### config.mk
export PLATFORM = sky130hd
export DESIGN_NAME = audio_mem_stream_reader_flat
export DESIGN_NICKNAME = d
export VERILOG_FILES = /design/src/rtl/audio_mem_stream_reader_if.sv /design/src/rtl/audio_mem_stream_reader.sv /design/src/flat_wrapper.sv
export SDC_FILE = /design/constraint.sdc
export NUM_CORES = 1
export LEC_CHECK = 0
export CAP_MARGIN = 20
export CORE_ASPECT_RATIO = 1.1
export CORE_MARGIN = 5
export CORE_UTILIZATION = 45
export DETAILED_ROUTE_END_ITERATION = 8
export DONT_BUFFER_PORTS = 1
export GPL_ROUTABILITY_DRIVEN = 0
export SLEW_MARGIN = 15
export SYNTH_ARGS = -nofsm -noshare
export SYNTH_HDL_FRONTEND = slang
export SYNTH_SLANG_ARGS = --single-unit
### constraint.sdc
create_clock -name clk -period 5.2 [get_ports clk]
set_input_delay 0.52 -clock clk [delete_from_list [all_inputs] [get_ports clk]]
set_output_delay 0.52 -clock clk [all_outputs]
set_load 0.02 [all_outputs]
### src/rtl/audio_mem_stream_reader_if.sv
// rtl/audio_mem_stream_reader_if.sv - memory read port and sample stream bundle for audio_mem_stream_reader
//
// Memory side (Avalon-MM read master, no waitrequest):
//   m_address, m_chipselect, m_write, m_byteenable, m_writedata, m_clken  master -> memory
//   m_readdata                                                             memory -> master
// Stream side (valid/ready toward the codec serializer):
//   st_data, st_valid  master -> sink
//   st_ready           sink -> master
interface audio_mem_stream_reader_if #(
    parameter int ADDR_WIDTH = 16,
    parameter int DATA_WIDTH = 32
);
    logic [ADDR_WIDTH-1:0]   m_address;
    logic                    m_chipselect;
    logic                    m_write;
    logic [DATA_WIDTH/8-1:0] m_byteenable;
    logic [DATA_WIDTH-1:0]   m_writedata;
    logic                    m_clken;
    logic [DATA_WIDTH-1:0]   m_readdata;
    logic [DATA_WIDTH-1:0]   st_data;
    logic                    st_valid;
    logic                    st_ready;

    modport master (
        output m_address, m_chipselect, m_write, m_byteenable, m_writedata, m_clken,
        input  m_readdata,
        output st_data, st_valid,
        input  st_ready
    );

    modport slave (
        input  m_address, m_chipselect, m_write, m_byteenable, m_writedata, m_clken,
        output m_readdata,
        input  st_data, st_valid,
        output st_ready
    );
endinterface

### src/rtl/audio_mem_stream_reader.sv
// rtl/audio_mem_stream_reader.sv - block/loop sample fetcher from on-chip memory onto a valid/ready stream
//
// Ports:
//   clk, reset            single clock, synchronous active-high reset
//   start, abort          one-cycle control pulses (abort wins over start)
//   loop_en               sampled at start: repeat the block until aborted
//   base_addr, num_words  block definition, sampled at start
//   busy                  high while in RUN or DRAIN
//   done                  one-cycle pulse after the last word of a non-loop block leaves the stream
//   bus                   master side of the memory read port and the sample stream
module audio_mem_stream_reader #(
    parameter int ADDR_WIDTH   = 16,
    parameter int DATA_WIDTH   = 32,
    parameter int FIFO_DEPTH   = 4,
    parameter int READ_LATENCY = 1
) (
    input  logic                   clk,
    input  logic                   reset,
    input  logic                   start,
    input  logic                   abort,
    input  logic                   loop_en,
    input  logic [ADDR_WIDTH-1:0]  base_addr,
    input  logic [15:0]            num_words,
    output logic                   busy,
    output logic                   done,
    audio_mem_stream_reader_if.master bus
);
    localparam int PW = $clog2(FIFO_DEPTH);
    localparam int CW = $clog2(FIFO_DEPTH + READ_LATENCY) + 1;

    typedef enum logic [1:0] {IDLE, RUN, DRAIN} state_t;

    state_t                  state;
    logic [ADDR_WIDTH-1:0]   addr_ptr;
    logic [ADDR_WIDTH-1:0]   base_r;
    logic [15:0]             remaining;
    logic [15:0]             num_r;
    logic                    loop_r;
    logic [READ_LATENCY-1:0] pipe;
    logic [DATA_WIDTH-1:0]   fifo_mem [FIFO_DEPTH];
    logic [PW-1:0]           wr_ptr;
    logic [PW-1:0]           rd_ptr;
    logic [CW-1:0]           fifo_count;
    logic [CW-1:0]           in_flight;
    logic                    issue;
    logic                    push;
    logic                    pop;
    logic                    fifo_nonempty;
    logic                    drain_empty;

    always_comb begin
        in_flight = '0;
        for (int i = 0; i < READ_LATENCY; i++) begin
            in_flight = in_flight + CW'(pipe[i]);
        end
    end

    // Credit check uses only registered counts, so st_ready never reaches m_chipselect.
    // Every issued read already owns a FIFO slot, which is why a capture cannot overflow.
    assign issue         = (state == RUN) && (remaining != 16'd0) &&
                           ((fifo_count + in_flight) < CW'(FIFO_DEPTH));
    assign push          = pipe[READ_LATENCY-1];
    assign fifo_nonempty = (fifo_count != '0);
    assign pop           = fifo_nonempty && bus.st_ready;
    // Block is finished once nothing is in flight and the FIFO is empty or losing its last word now.
    assign drain_empty   = (in_flight == '0) &&
                           ((fifo_count == '0) || ((fifo_count == CW'(1)) && pop));

    assign busy             = (state != IDLE);
    assign bus.m_address    = addr_ptr;
    assign bus.m_chipselect = issue;
    assign bus.m_write      = 1'b0;
    assign bus.m_byteenable = '1;
    assign bus.m_writedata  = '0;
    assign bus.m_clken      = 1'b1;
    assign bus.st_valid     = fifo_nonempty;
    assign bus.st_data      = fifo_nonempty ? fifo_mem[rd_ptr] : '0;

    // Storage only; occupancy is governed by the pointers and fifo_count below.
    always_ff @(posedge clk) begin
        if (push) begin
            fifo_mem[wr_ptr] <= bus.m_readdata;
        end
    end

    always_ff @(posedge clk) begin
        if (reset || abort) begin
            state      <= IDLE;
            done       <= 1'b0;
            pipe       <= '0;
            wr_ptr     <= '0;
            rd_ptr     <= '0;
            fifo_count <= '0;
            remaining  <= '0;
            if (reset) begin
                addr_ptr <= '0;
                base_r   <= '0;
                num_r    <= '0;
                loop_r   <= 1'b0;
            end
        end else begin
            done <= 1'b0;

            for (int i = READ_LATENCY - 1; i > 0; i--) begin
                pipe[i] <= pipe[i-1];
            end
            pipe[0] <= issue;

            if (push) begin
                wr_ptr <= wr_ptr + PW'(1);
            end
            if (pop) begin
                rd_ptr <= rd_ptr + PW'(1);
            end
            case ({push, pop})
                2'b10:   fifo_count <= fifo_count + CW'(1);
                2'b01:   fifo_count <= fifo_count - CW'(1);
                default: fifo_count <= fifo_count;
            endcase

            case (state)
                IDLE: begin
                    if (start) begin
                        base_r <= base_addr;
                        num_r  <= num_words;
                        loop_r <= loop_en;
                        if (num_words == 16'd0) begin
                            done <= 1'b1;
                        end else begin
                            state     <= RUN;
                            addr_ptr  <= base_addr;
                            remaining <= num_words;
                        end
                    end
                end
                RUN: begin
                    if (issue) begin
                        if (remaining == 16'd1) begin
                            if (loop_r) begin
                                // Reload in the same cycle so looped playback has no gap.
                                addr_ptr  <= base_r;
                                remaining <= num_r;
                            end else begin
                                addr_ptr  <= addr_ptr + ADDR_WIDTH'(1);
                                remaining <= 16'd0;
                                state     <= DRAIN;
                            end
                        end else begin
                            addr_ptr  <= addr_ptr + ADDR_WIDTH'(1);
                            remaining <= remaining - 16'd1;
                        end
                    end
                end
                DRAIN: begin
                    if (drain_empty) begin
                        done  <= 1'b1;
                        state <= IDLE;
                    end
                end
                default: state <= IDLE;
            endcase
        end
    end
endmodule

### src/flat_wrapper.sv
// flat-port wrapper written by rule: the top's interface ports become plain ports
module audio_mem_stream_reader_flat 
#(
    parameter int ADDR_WIDTH   = 16,
    parameter int DATA_WIDTH   = 32,
    parameter int FIFO_DEPTH   = 4,
    parameter int READ_LATENCY = 1
)
  (clk, reset, start, abort, loop_en, base_addr, num_words, busy, done, bus_m_address, bus_m_chipselect, bus_m_write, bus_m_byteenable, bus_m_writedata, bus_m_clken, bus_m_readdata, bus_st_data, bus_st_valid, bus_st_ready);
  audio_mem_stream_reader_if #(.ADDR_WIDTH(ADDR_WIDTH), .DATA_WIDTH(DATA_WIDTH)) bus_i ();
  input  logic clk;
  input  logic reset;
  input  logic start;
  input  logic abort;
  input  logic loop_en;
  input  logic [ADDR_WIDTH-1:0] base_addr;
  input  logic [15:0] num_words;
  output logic busy;
  output logic done;
  output wire logic [$bits(bus_i.m_address)-1:0] bus_m_address;
  output wire logic [$bits(bus_i.m_chipselect)-1:0] bus_m_chipselect;
  output wire logic [$bits(bus_i.m_write)-1:0] bus_m_write;
  output wire logic [$bits(bus_i.m_byteenable)-1:0] bus_m_byteenable;
  output wire logic [$bits(bus_i.m_writedata)-1:0] bus_m_writedata;
  output wire logic [$bits(bus_i.m_clken)-1:0] bus_m_clken;
  input wire logic [$bits(bus_i.m_readdata)-1:0] bus_m_readdata;
  output wire logic [$bits(bus_i.st_data)-1:0] bus_st_data;
  output wire logic [$bits(bus_i.st_valid)-1:0] bus_st_valid;
  input wire logic [$bits(bus_i.st_ready)-1:0] bus_st_ready;
  assign bus_m_address = bus_i.m_address;
  assign bus_m_chipselect = bus_i.m_chipselect;
  assign bus_m_write = bus_i.m_write;
  assign bus_m_byteenable = bus_i.m_byteenable;
  assign bus_m_writedata = bus_i.m_writedata;
  assign bus_m_clken = bus_i.m_clken;
  assign bus_i.m_readdata = bus_m_readdata;
  assign bus_st_data = bus_i.st_data;
  assign bus_st_valid = bus_i.st_valid;
  assign bus_i.st_ready = bus_st_ready;
  audio_mem_stream_reader #(.ADDR_WIDTH(ADDR_WIDTH), .DATA_WIDTH(DATA_WIDTH), .FIFO_DEPTH(FIFO_DEPTH), .READ_LATENCY(READ_LATENCY)) u_core (.clk(clk), .reset(reset), .start(start), .abort(abort), .loop_en(loop_en), .base_addr(base_addr), .num_words(num_words), .busy(busy), .done(done), .bus(bus_i));
endmodule
# Word level (Yosys, flattened, before mapping)
# Memories as Yosys holds them, arrays and structs flattened. A register that Yosys moved wholly into a read port is not among the register bits.
# Cells that the tools add are included.
op_classes:
  add_sub_neg: 7
  magnitude_cmp: 1
  eq_ne: 16
  mux: 41
  n_reduce_logical: 23
op_table:
  columns: ["operator", "count"]
  rows:
  - ["16-bit two-way mux", 18]
  - ["16-bit case mux with 2 select lines", 2]
  - ["32-bit two-way mux", 1]
  - ["16-bit by 1-bit adder with 16-bit output (second input constant)", 1]
  - ["16-bit by 1-bit == test with 1-bit output (second input constant)", 1]
  - ["16-bit zero test", 1]
  - ["2-bit two-way mux", 8]
  - ["16-bit nonzero test", 1]
  - ["16-bit by 1-bit subtractor with 16-bit output (second input constant)", 1]
  - ["2-bit inequality test (second input constant)", 6]
  - ["2-bit nonzero test", 5]
  - ["1-bit two-way mux", 9]
  - ["4-bit zero test", 2]
  - ["4-bit case mux with 2 select lines", 1]
  - ["3-bit by 2-bit inequality test with 1-bit output (second input constant)", 2]
  - ["2-bit case mux with 3 select lines", 1]
  - ["6-bit AND reduction", 1]
  - ["1-bit logical AND", 5]
  - ["5-bit AND reduction", 1]
  - ["2-bit by 1-bit adder with 2-bit output (second input constant)", 2]
  - ["4-bit by 1-bit adder with 4-bit output", 1]
  - ["4-bit by 1-bit adder with 4-bit output (second input constant)", 1]
  - ["2-bit by 1-bit == test with 1-bit output (second input constant)", 2]
  - ["2-bit == test (second input constant)", 2]
  - ["12 further kinds", 13]
totals:
  register_bits: 77
  ram_bits: 128
  word_cells: 100
  mem_count: 1
memory_table:
  columns: ["name", "depth", "width", "read_ports", "rd_ports_with_merged_regs", "wr", "line_no", "source"]
  rows:
  - ["u_core.fifo_mem", 4, 32, 1, 1, 1, "audio_mem_stream_reader.sv:40", "logic [DATA_WIDTH-1:0] fifo_mem [FIFO_DEPTH];"]

# Logic depth before layout (Yosys ltp)
depth:
  word_depth: 7
  mapped_depth: 9
  ltp_nobuf: 9

# Worst setup path after synthesis
# OpenSTA, ideal clock, no wires.
synth_timing:
  path_type: "input port to flip-flop"
  from: "input port num_words[14]"
  to: "register u_core.addr_ptr[0] (netlist: u_core.bus.m_address[0]), enable pin"
  t_arrival_ps: 1973
  setup_slack_ps: 2913
  cell_stages: 6
  path_buffers: 1
  cell_sequence: "nor4_1 -> nand3_1 -> o41ai_2 -> nor2_1 -> clkbuf_1 -> a21o_1"
synth_via:
  elab_chain_cells: 3
synth_rtl:
  columns: ["element", "line_no", "source"]
  rows:
  - ["start: declaration", "flat_wrapper.sv:17", "input logic [15:0] num_words;"]
  - ["16-bit zero test", "audio_mem_stream_reader.sv:127", "if (num_words == 16'd0) begin"]
  - ["3-bit by 2-bit inequality test with 1-bit output (no line)", null, null]
  - ["5-bit AND reduction (no line)", null, null]
  - ["end signal: assignment", "audio_mem_stream_reader.sv:131", "addr_ptr <= base_addr;"]
  - ["end signal: assignment", "audio_mem_stream_reader.sv:141", "addr_ptr <= base_r;"]
  - ["end signal: assignment", "audio_mem_stream_reader.sv:144", "addr_ptr <= addr_ptr + ADDR_WIDTH'(1);"]
  - ["end: declaration", "audio_mem_stream_reader.sv:34", "logic [ADDR_WIDTH-1:0] addr_ptr;"]
# No other way between the ends.
# A chain may end at the register's enable or synchronous reset.

==> results.json <==
{
  "dp_hpwl_um": 13100,
  "final_nets": 778,
  "post_drt_wl_per_cell_um": 20.0,
  "crit_slowest_cell": "dfxtp_2",
  "ys_types": 58,
  "synth-xor-area-share": 0.0258,
  "synth_compound_area_frac": 0.0694,
  "tritoncts": "done",
  "clock_sinks": 207,
  "grt_pass1_vias": 5662,
  "dieHeight_um": 162,
  "finalHoldViolCount": 0,
  "drt_iter0_markers": 342,
  "rsz0062_at_grt": "no",
  "dp_cells": 957,
  "cts_buffer_depth": 3,
  "finClkSkew_ns": 0.00844,
  "drive_above_1_share": 0.131,
  "cp_slowest_stage_delay_ns": 0.59,
  "path_max_fanout": 21,
  "fin_cells": 996,
  "cp_top_family": "flip-flops",
  "path_clk_slew_ns": 0.06,
  "cp-start-kind": "flop",
  "crit_path_end_kind": "output port",
  "period_share": 0.563,
  "yosysTopAreaCell": "edfxtp_1",
  "synth.yosys.seq_area_share": 0.622,
  "synth_simple_gate_area_frac": 0.134,
  "portBuffers": 0,
  "fp.dieW_um": 149,
  "synth_adder_area_share": 0.0158,
  "rows": 55,
  "cp_data_arrival_time_ns": 2.41,
  "synth-edff-count": 177,
  "yosysWarnings": 0,
  "start_util": 0.459,
  "antenna_cells": 0,
  "fin_area_um2": 10300,
  "ys_async_sr_fraction": 0,
  "cts_made_buffers": 22,
  "crit_type": "flop to output port",
  "drt-pass1-iter-count": 5,
  "irDropWorstVdd_mv": 0.282,
  "post_cts_resized": 0,
  "cts_hold_buf": 0,
  "worst-path-buf-inv": 1,
  "fin_crit_ns": 2.93,
  "drc": 0,
  "p_per_area_nw_per_um2": 357,
  "syn_area_per_cell_um2": 13.5,
  "max_slew_margin": 0.384,
  "synth_area_um2": 9510,
  "critPathRequiredTime_ns": 4.68,
  "cts_root_buf": "clkbuf_16",
  "hold_depth": 0,
  "synth_flop_cell": "edfxtp_1",
  "hp-class": "input port to flop",
  "clk_latency_ns": 0.50,
  "worstMarginPinSlew_ns": 0.924,
  "drv_cap": 0,
  "routed_wl_um": 19900,
  "setup-violations-final": 0,
  "grt_pass1_wl_um": 31200,
  "slew_violations": 0,
  "fp.dieArea_um2": 24100,
  "netlist_instances": 704,
  "via_count": 5422,
  "synth_top_family_by_area": "simple AND/OR/NAND/NOR gates",
  "synth-seq-cells": 207,
  "placeableCoreArea_um2": 20700,
  "route.antenna.remaining_nets": 0,
  "htree_num_levels": 1,
  "final.setup.tns_ns": 0,
  "post-route-util": 0.499,
  "syn2layout_area_growth_pct": 8.70,
  "synth_top_area_frac": 0.559,
  "synthMuxAreaShare": 0.0790,
  "synth_area_leaders": "edfxtp_1, mux4_2, dfxtp_1",
  "grt-ovfl-total": 0,
  "power.total_mw": 3.69,
  "reg2reg_depth": 10,
  "crit_cells": 3,
  "grt_use_total": 0.162,
  "leakage_nw": 3.47,
  "max_freq_mhz": 342,
  "vias_per_cell": 5.44,
  "outcome": "finished clean",
  "grt_max_degree": 41,
  "placed_cell_area_um2": 9600,
  "ios": 160,
  "antenna_found_initial": 0,
  "cts_setup_buffers": 0,
  "worstPathCellList": "buf_4 > mux4_2 > and2_1"
}
-- cell families after synthesis --
family | Yosys count
DFF | 207
xor gates and xnor gates | 28
adders and majority gates | 12
muxes | 35
AOI/OAI and AO/OA | 102
other | 2
buffers and inverters | 88
and+or+nand+nor | 230
-- synthesized netlist by cell type, types with 2 or more instances --
master      n
nor4_4      3
clkbuf_1   22
ha_1       12
nor3_1     11
edfxtp_1  177
nor3b_1     3
and4_1      2
xnor2_1    10
xor2_1     18
a22o_1      2
and2_1     70
and3_1      3
o21ai_0    31
a22oi_1     2
mux4_2     32
buf_2       9
nand3_1    13
a21oi_1    18
a32oi_1     2
mux2i_1     3
nor2b_1     4
a31o_2      2
or3_1       4
a31oi_1     2
nor4_1      5
nand2_1    51
buf_4      41
inv_1      14
o211ai_1   14
a211oi_1    5
nand4_1     7
or2_2       2
nand4b_1    2
nor2_1     39
conb_1      2
a311oi_1    7
dfxtp_1    30
o22ai_1    10
-- layer usage --
| metal | up-vias | track usage | wire [um] |
|---|---|---|---|
| li1 | 2538 | - | - |
| met1 | 2666 | 0.191 | 7580 |
| met2 | 190 | 0.280 | 9890 |
| met3 | 28 | 0.0623 | 2080 |
| met4 | 0 | 0.0391 | 358 |
| met5 | - | 0 | 0 |
-- cell type report --
type / count / area (um2)
Fill cell: 1812 / 10400
Sequential cell: 207 / 5920
Inverter: 14 / 52.6
Timing Repair Buffer: 6 / 45.0
Clock buffer: 25 / 583
Tap cell: 285 / 357
Multi-Input combinational cell: 445 / 3230
Clock inverter: 14 / 148
-- registers in the layout, indices dropped and copies added, names as in the netlist, named ones only --
name	flops
u_core.loop_r	1
u_core.remaining	16
u_core.num_r	16
u_core.wr_ptr	2
u_core.fifo_count	4
u_core.fifo_mem	128
u_core.state	2
u_core.pipe	1
u_core.rd_ptr	2
u_core.bus.m_address	16
u_core.done	1
u_core.base_r	16
-- through the flow --
stage,setup WS [ns],hold slack (ns)
after floorplan,2.91,0.465
after global placement,2.51,0.481
after detailed placement,2.38,0.483
after CTS,2.15,0.0917
after global routing,2.07,0.0869
final,2.27,0.113
-- final timing paths --
path / start / endpoint / slack (ns)
worst max-delay path: flop / bus_st_data[15] / 2.27
worst min-delay path: bus_m_readdata[13] / u_core.fifo_mem[0][13] / 0.11
worst max register to register: u_core.fifo_count[0] / u_core.fifo_count[3] / 2.39
worst min register to register: u_core.remaining[6] / u_core.remaining[6] / 0.49
-- report_power, final --
part / switching [mW] / internal, mW / total (mW)
registers: 0.0532 / 1.85 / 1.90
clock network: 0.614 / 0.952 / 1.57
logic: 0.144 / 0.0746 / 0.219
-- placed cells by master, fill, tap and decap left out, types with 7 or more instances in the layout --
cell type,instances
a21oi_1,18
a311oi_1,7
and2_1,66
clkbuf_16,23
conb_1,38
dfxtp_1,28
edfxtp_1,177
ha_1,12
inv_1,14
mux4_2,32
nand2_1,51
nand3_1,13
nand4_1,7
nor2_1,38
nor3_1,11
o211ai_1,14
o21ai_0,31
o22ai_1,10
xnor2_1,10
xor2_1,18
Note: power is estimated with default switching activity, not from simulation.
